## config.mk

```make
export PLATFORM = sky130hd
export DESIGN_NAME = mips_mem_arbiter
export DESIGN_NICKNAME = d
export VERILOG_FILES = /design/src/rtl/mips_mem_arbiter_pkg.sv /design/src/rtl/mips_mem_arbiter_rr_arbiter2.sv /design/src/rtl/mips_mem_arbiter.sv
export SDC_FILE = /design/constraint.sdc
export NUM_CORES = 1
export LEC_CHECK = 0
export CAP_MARGIN = 15
export CORE_UTILIZATION = 45
export DETAILED_ROUTE_END_ITERATION = 8
export DONT_BUFFER_PORTS = 1
export PLACE_DENSITY_LB_ADDON = 0.25
export RECOVER_POWER = 25
export SLEW_MARGIN = 5
export SYNTH_ARGS = -nofsm -noshare
export SYNTH_HDL_FRONTEND = slang
export SYNTH_SLANG_ARGS = --single-unit
```

## constraint.sdc

```tcl
create_clock -name clk -period 5.4 [get_ports clk]
set_clock_uncertainty 0.05 [all_clocks]
set_input_delay 1.08 -clock clk [delete_from_list [all_inputs] [get_ports clk]]
set_output_delay 1.08 -clock clk [all_outputs]
set_load 0.005 [all_outputs]
```

## src/rtl/mips_mem_arbiter_pkg.sv

```systemverilog
// rtl/mips_mem_arbiter_pkg.sv - shared types and constants for the two-port memory arbiter
package mips_mem_arbiter_pkg;

    typedef enum logic [1:0] {
        ST_IDLE  = 2'd0,
        ST_ISSUE = 2'd1,
        ST_WAIT  = 2'd2,
        ST_DONE  = 2'd3
    } arb_state_t;

    localparam int ARB_PORT_IF   = 0;
    localparam int ARB_PORT_DATA = 1;

    localparam int RD_LAT_MIN = 1;
    localparam int RD_LAT_MAX = 4;

    // Wait-counter preload; out-of-range latencies are clamped into the legal window.
    function automatic logic [1:0] wait_load(input int lat);
        int l;
        l = (lat < RD_LAT_MIN) ? RD_LAT_MIN : ((lat > RD_LAT_MAX) ? RD_LAT_MAX : lat);
        return 2'(l - 1);
    endfunction

endpackage

```

## src/rtl/mips_mem_arbiter_rr_arbiter2.sv

```systemverilog
// rtl/mips_mem_arbiter_rr_arbiter2.sv - combinational two-way round-robin pick
module rr_arbiter2 (
    input  logic [1:0] eligible,
    input  logic       last_owner,
    output logic       win,
    output logic       winner
);

    always_comb begin
        win = |eligible;
        if (&eligible) begin
            winner = ~last_owner;
        end else begin
            winner = eligible[1];
        end
    end

endmodule

```

## src/rtl/mips_mem_arbiter.sv

```systemverilog
// rtl/mips_mem_arbiter.sv - shares one synchronous memory between the fetch and load/store ports
module mips_mem_arbiter
    import mips_mem_arbiter_pkg::*;
#(
    parameter int N      = 32,
    parameter int AW     = 32,
    parameter int RD_LAT = 1
) (
    input  logic          clk,
    input  logic          rstb,
    input  logic          req0,
    input  logic          req1,
    input  logic          we0,
    input  logic          we1,
    input  logic [AW-1:0] addr0,
    input  logic [AW-1:0] addr1,
    input  logic [N-1:0]  wdata0,
    input  logic [N-1:0]  wdata1,
    output logic          gnt0,
    output logic          gnt1,
    output logic          done0,
    output logic          done1,
    output logic [N-1:0]  rsp_rdata,
    output logic          busy,
    output logic          mem_en,
    output logic          mem_we,
    output logic [AW-1:0] mem_addr,
    output logic [N-1:0]  mem_wdata,
    input  logic [N-1:0]  mem_rdata
);

    localparam logic [1:0] LAT_LOAD = wait_load(RD_LAT);

    arb_state_t    state_q;
    arb_state_t    state_d;
    logic          owner_q;
    logic          last_owner_q;
    logic          we_q;
    logic [AW-1:0] addr_q;
    logic [N-1:0]  wdata_q;
    logic [1:0]    cnt_q;
    logic [1:0]    eligible;
    logic          win;
    logic          winner;
    logic          take;

    rr_arbiter2 u_rr (
        .eligible   (eligible),
        .last_owner (last_owner_q),
        .win        (win),
        .winner     (winner)
    );

    // The finishing owner is masked in DONE so a re-request must pass through IDLE or a foreign grant.
    always_comb begin
        eligible = {req1, req0};
        if (state_q == ST_DONE) begin
            eligible[owner_q] = 1'b0;
        end
        take    = 1'b0;
        state_d = state_q;
        case (state_q)
            ST_IDLE: begin
                if (win) begin
                    take    = 1'b1;
                    state_d = ST_ISSUE;
                end
            end
            ST_ISSUE: begin
                state_d = we_q ? ST_DONE : ST_WAIT;
            end
            ST_WAIT: begin
                if (cnt_q == 2'd0) begin
                    state_d = ST_DONE;
                end
            end
            ST_DONE: begin
                if (win) begin
                    take    = 1'b1;
                    state_d = ST_ISSUE;
                end else begin
                    state_d = ST_IDLE;
                end
            end
            default: state_d = ST_IDLE;
        endcase
    end

    always_ff @(posedge clk or negedge rstb) begin
        if (!rstb) begin
            state_q      <= ST_IDLE;
            owner_q      <= 1'b0;
            last_owner_q <= 1'(ARB_PORT_DATA);
            we_q         <= 1'b0;
            addr_q       <= '0;
            wdata_q      <= '0;
            cnt_q        <= 2'd0;
            rsp_rdata    <= '0;
        end else begin
            state_q <= state_d;
            if (take) begin
                owner_q      <= winner;
                last_owner_q <= winner;
                we_q         <= winner ? we1 : we0;
                addr_q       <= winner ? addr1 : addr0;
                wdata_q      <= winner ? wdata1 : wdata0;
            end
            if (state_q == ST_ISSUE) begin
                cnt_q <= LAT_LOAD;
            end else if (state_q == ST_WAIT && cnt_q != 2'd0) begin
                cnt_q <= cnt_q - 2'd1;
            end
            if (state_q == ST_WAIT && cnt_q == 2'd0) begin
                rsp_rdata <= mem_rdata;
            end
        end
    end

    assign mem_en    = (state_q == ST_ISSUE);
    assign mem_we    = mem_en && we_q;
    assign mem_addr  = addr_q;
    assign mem_wdata = wdata_q;
    assign busy      = (state_q != ST_IDLE);
    assign gnt0      = mem_en && (owner_q == 1'(ARB_PORT_IF));
    assign gnt1      = mem_en && (owner_q == 1'(ARB_PORT_DATA));
    assign done0     = (state_q == ST_DONE) && (owner_q == 1'(ARB_PORT_IF));
    assign done1     = (state_q == ST_DONE) && (owner_q == 1'(ARB_PORT_DATA));

endmodule

```

; After elaboration in Yosys (flattened, before gate mapping)
; Index checks and enable logic that the tools add are counted.
[classes]
n_lt_le_gt_ge = 2
n_mul = 0
eq_ne = 5
bitwise = 4
reduce_logical = 17
addsub = 1
shift = 0
div = 0
muxes = 16
[op_table]
columns = cell, count
row1 = two-way mux 32 bit, 2
row2 = two-way mux 2 bit, 5
row3 = logical AND 1 bit, 8
row4 = one-hot mux 2 bit (4 select lines), 1
row5 = two-way mux 1 bit, 7
row6 = nonzero test 2 bit, 3
row7 = "== test 2 bit, second input constant", 2
row8 = zero test 2 bit, 2
row9 = AND reduction 2 bit, 2
row10 = OR reduction 2 bit, 2
row11 = bitwise AND 2 bit, 1
row12 = "== test 2 x 1 -> 1 bit, second input constant", 1
row13 = "< comparator 1 x 2 -> 1 bit, second input constant", 1
row14 = "inequality test 2 x 1 -> 1 bit, second input constant", 1
row15 = "inequality test 2 bit, second input constant", 1
row16 = NOT 1 bit, 2
row17 = NOT 2 bit, 1
row18 = "subtractor 2 x 1 -> 2 bit, second input constant", 1
row19 = demux 1 bit (select 1 bit), 1
row20 = "greater-or-equal comparator 1 bit, second input constant", 1
[word_totals]
latch_bits = 0
ramBits = 0
out_inout_bits = 103
rom_bits = 0
reg_bits = 103
memories = 0

; Longest topological paths before layout
[logic_depth]
depth_word = 10
depth_mapped = 7
ltp_nobuf = 6

; By module
; From an unflattened synthesis, not the netlist that was laid out.
[unflattened]
hier_cells = 392
hier_area_um2 = 4763.3
[modules_own_cells]
columns = mod, cells_each, n_inst, area_each_um2, seq_area_each_um2
row1 = mips_mem_arbiter, 390, 1, 4749.6, 2578.7
row2 = rr_arbiter2, 2, 1, 13.8, 0.0

; Worst setup path before layout
; No wires, ideal clock.
[synth_path]
path_kind = input port to flip-flop
from = input req0
to = register addr_q[0], in the netlist mem_addr[0]
setup_time_ns = 0.125
t_arrival_ns = 2.274
cell_stages = 6
n_path_buf = 2
slack_ns = 2.951
cell_sequence = nand2_1 -> o211ai_1 -> buf_4 -> buf_6 -> mux2_4 -> mux2_2
[synth_via]
elab_chain_len = 5
[synth_rtl]
columns = item, line_no
row1 = start: declaration, mips_mem_arbiter.sv:11  ; input logic req0,
row2 = bitwise AND 2 bit (no line), n/a
row3 = two-way mux 2 bit *, mips_mem_arbiter.sv:57  ; if (state_q == ST_DONE) begin
row4 = AND reduction 2 bit or OR reduction 2 bit (tied branches), "mips_mem_arbiter_rr_arbiter2.sv:11, mips_mem_arbiter_rr_arbiter2.sv:10"
row5 = "two-way mux 1 bit, on equally long branches", "mips_mem_arbiter_rr_arbiter2.sv:11, mips_mem_arbiter.sv:64, mips_mem_arbiter.sv:78"
row6 = two-way mux 32 bit or two-way mux 1 bit (tied branches), n/a
row7 = end signal: assignment, mips_mem_arbiter.sv:105  ; addr_q <= winner ? addr1 : addr0;
row8 = end: declaration, mips_mem_arbiter.sv:39  ; logic [AW-1:0] addr_q;
; Mark *: on every way between the ends. The rest lies on a longest branch, timed or not.
; A chain may end at the register's enable or synchronous reset.

; Worst setup path after layout
[layout_path]
from = register state_q[1]
to = output gnt0
[layout_via]
elab_chain_len = 2
[layout_rtl]
columns = item, line_no
row1 = start: declaration, mips_mem_arbiter.sv:34  ; arb_state_t state_q;
row2 = start signal: assignment, mips_mem_arbiter.sv:100  ; state_q <= state_d;
row3 = == test 2 x 1 -> 1 bit, mips_mem_arbiter.sv:119  ; assign mem_en = (state_q == ST_ISSUE);
row4 = named net mem_en, mips_mem_arbiter.sv:25  ; output logic mem_en,
row5 = logical AND 1 bit, mips_mem_arbiter.sv:124  ; assign gnt0 = mem_en && (owner_q == 1'(ARB_PORT_IF));
row6 = end: declaration, mips_mem_arbiter.sv:19  ; output logic gnt0,
; The timed path passes the listed nets, and every way through them passes these cells.

==> summary by stage <==
GRT
The number of antenna violations at the first check in global routing is 0. The aggregate global routing overflow is 0. The first global-routing pass estimated 14.8 mm of wire. The met1 track demand over resource in global routing is 17.9%. The met3 capacity usage during global routing is between 5 and 6%.

For this run, global-route usage on met2 was measured as 31.9%. met2 is the most crowded layer. The number of global-route vias before repair is roughly 2,900.

The total global-route track usage is between 15 and 20%. The pin count of the biggest net entering global routing is between 100 and 150.

Synthesis
Sorting the synthesized cells by area gives the leading types as sky130_fd_sc_hd__dfrtp_1, sky130_fd_sc_hd__mux2_2, sky130_fd_sc_hd__mux2_4, sky130_fd_sc_hd__ha_1, sky130_fd_sc_hd__buf_6. After synthesis the netlist holds a flip-flop and latch count of between 100 and 150. In the synthesized netlist the async set-or-reset flop fraction comes to 100%. The most common flop cell mapped by yosys is sky130_fd_sc_hd__dfrtp_1. A synthesized cell averages approximately 15 um^2. The synthesized design contains 0 enable-type register cells.

Yosys mapped the design onto 23 distinct sky130hd cell types. For this run, the number of Yosys warnings is 0. The share of Yosys cell area claimed by the top area cell type is between 50% and 60%. The number of cells produced by synthesis is about 320. The synthesized netlist occupies a cell area of between 0.004 and 0.005 mm^2. The proportion of synthesized chip area in sequential cells is 52.6%. Synthesis produced a netlist with a net count of roughly 500. The cell type with the largest total area after synthesis is sky130_fd_sc_hd__dfrtp_1.

CTS
The clock latency on the worst-skew pair is 0.36 ns. The clock drives just over 100 sinks. The TritonCTS clock tree is yes. The count of H-tree levels built during CTS is 3. In this run, post-CTS repair resized a total of 0 instances. The clock root buffer master is sky130_fd_sc_hd__clkbuf_8. Hold repair after CTS inserted 0 buffers. The buffer depth of the longest clock path is 2. The clock edge transition at the registers on the reported setup and hold paths is roughly 0.1 ns.

Counting the buffers created by CTS gives 9. The number of setup buffers added after CTS is 0.

Timing
Setup repair after global routing left no endpoint under its margin. Of the available clock period, the critical path in the final layout requires 49.0%. The headroom to the max-slew limit is between 40% and 50%.

The number of hold violations in the final report is 0. The number of slew-limit violations in the final report came to 0. The sum of negative setup slack is 0 ns. The actual transition at the worst max-transition pin is just under 0.8 ns. The number of setup violations in the final report is 0.

Based on the critical path, the design can be clocked at up to 378 MHz. The final critical delay including setup and external delays is between 2 and 3 ns.

Final layout
The share of layout cells above drive strength 1 is between 50 and 60%. The most common cell after layout, fill and taps aside is sky130_fd_sc_hd__mux2_2. Once layout is complete, the utilization of the core stands at between 40% and 50%. The top cell types in the final layout, fill and taps aside, are sky130_fd_sc_hd__mux2_2, sky130_fd_sc_hd__dfrtp_1, sky130_fd_sc_hd__mux2_4, sky130_fd_sc_hd__clkbuf_8, sky130_fd_sc_hd__inv_1. The repair_antennas step left the layout with diodes totalling 0. The layout overhead on the synthesized area is 5.74%. For this run, the post-layout net count is approximately 500.

Drt
Dividing the detail-routed via count by the number of cells gives around 5.6. The total vias in the final route is between 2,000 and 3,000. For this block, the routed nets add up to slightly below 10 mm of wire. Dividing the detail-routed wire length by the instance count gives approximately 21 um. The detailed-route DRC error count is 0. The pre-antenna-repair detailed-routing pass consisted of 4 iterations. The DRC violation total after the first TritonRoute iteration is 80. The count of nets left with antenna violations once routing finished came out at 0.

Setup path
The category of the worst setup path capture point is an output pin. The worst setup path is launched from a flip-flop. Data on the critical path is required at its endpoint by approximately 4.3 ns. STA puts the critical path data arrival time at 1.51 ns. In this run the worst path has a maximum fanout of 6. The critical path is of the reg2out type.

Die
The region available for standard cell placement spans 0.0105 mm^2. The height of the die is 106 um. The floorplan die area is ~0.011 mm^2. The floorplan step set the die width to roughly 110 um.

The top-level port count is 269. The number of rows created at floorplan is 37. The initial core utilization is 46.9%.

Placement
The HPWL after detailed placement is 7.19 mm. The number of buffers added on ports is 0. The routability-driven placement congestion ratio is roughly 0.74.

Pwr
The internal power component is approximately 0.0022 W. The combinational share of power is about two fifths. Net switching is between 30% and 40% of the power.

The relative contribution of sequential cells to total power is a little under half. For this design the static power due to leakage is 2.23 nW. The analysis attributes to net switching a power of 0.00110 W. IR analysis of the VDD net gives a maximum drop of about 0.28 mV. Power spread over the standard cell area amounts to 628 mW/mm^2. In this run, the clock network consumes 14.2% of the power.

Outcome
The flow ran to the end, and the final reports show no timing, DRC or antenna violations.

Worst hold path
The path class of the lowest-slack min-delay path is in2async.

Run
The number of max-capacitance violations reported is 0.
[worst max-delay path, stage by stage, from the launching register on]
cell                      delay [ns]
sky130_fd_sc_hd__dfrtp_1        0.43
sky130_fd_sc_hd__inv_1          0.11
sky130_fd_sc_hd__ha_1           0.33
sky130_fd_sc_hd__nor2b_1        0.30
[worst paths after layout]
path | start | endpoint | slack (ns) | depth (start not counted)
setup / recovery | state_q[1] | gnt0 | 2.76 | 3
hold / removal | rstb | rsp_rdata[13] | 0.35 | 0
setup reg to reg | state_q[0] | mem_addr[14] | 2.84 | 6
hold reg to reg | last_owner_q | last_owner_q | 0.45 | 2
max in group asynchronous | rstb | last_owner_q | 4.73 | 0
min in group clk | last_owner_q | last_owner_q | 0.45 | 2
[logic make-up (layout without fill, tap and decap cells)]
family                   Yosys count  after routing  share of synthesized area [%]
AO/OA/AOI/OAI                      9              9                           1.38
XOR/XNOR                           1              1                          0.179
adder cells (fa/ha/maj)            6              6                           1.53
buffers and inverters             26             30                           3.21
flip-flops                       103            103                           52.6
multiplexers                     163            163                           39.6
AND/OR/NAND/NOR                   16             16                           1.58
[state kept, by name (all words and copies together) (netlist names)]
signal and flops:
rsp_rdata 32, state_q 2, mem_addr 32, mem_wdata 32, last_owner_q 1, we_q 1
cnt_q 2, owner_q 1
[synth_stat cells (2+ instances only)]
master,instances
sky130_fd_sc_hd__mux2_2,135
sky130_fd_sc_hd__dfrtp_1,102
sky130_fd_sc_hd__nor2b_1,3
sky130_fd_sc_hd__buf_1,3
sky130_fd_sc_hd__inv_1,9
sky130_fd_sc_hd__mux2_4,28
sky130_fd_sc_hd__a211oi_1,2
sky130_fd_sc_hd__nor3_1,2
sky130_fd_sc_hd__buf_2,6
sky130_fd_sc_hd__buf_4,2
sky130_fd_sc_hd__o22ai_1,3
sky130_fd_sc_hd__ha_1,6
sky130_fd_sc_hd__nand2_1,3
sky130_fd_sc_hd__buf_6,6
sky130_fd_sc_hd__and2_1,2
sky130_fd_sc_hd__nor2_1,5
[through the flow]
step	total power, W	cell area [um^2]	std cells	hold slack (ns)	setup WS [ns]
floorplan	0.00260	4910	324	0.415	2.95
global placement	0.00278	5000	448	0.432	2.59
detailed placement	0.00284	5000	448	0.434	2.50
CTS	0.00331	5190	464	0.323	2.70
global route	0.00347	5190	464	0.316	2.63
finish	0.00326	5190	464	0.355	2.76
[power groups by stage]
stage / Clock [W] / Combinational [W] / Sequential [W]
2_1_floorplan: 0 / 0.00118 / 0.00141
3_3_place_gp: 0 / 0.00126 / 0.00152
3_5_place_dp: 0 / 0.00131 / 0.00153
4_1_cts: 0.000481 / 0.00131 / 0.00152
5_1_grt: 0.000507 / 0.00141 / 0.00155
6_report: 0.000463 / 0.00129 / 0.00151
[area by class of cell]
cell class | instances | area (um^2)
fill | 933 | 5280
sequential | 103 | 2580
multi-input combinational | 195 | 2180
tap | 136 | 170
clock buffer | 10 | 138
clock inverter | 6 | 52.6
timing repair buffer | 5 | 37.5
inverter | 9 | 33.8
[per-layer routing]
layer	wire (um)	part of all wire, %
met3	881	9.1
met4	104	1.1
met1	3420	35
met5	0	0
met2	5290	55
Note: power is estimated with default switching activity, not from simulation.
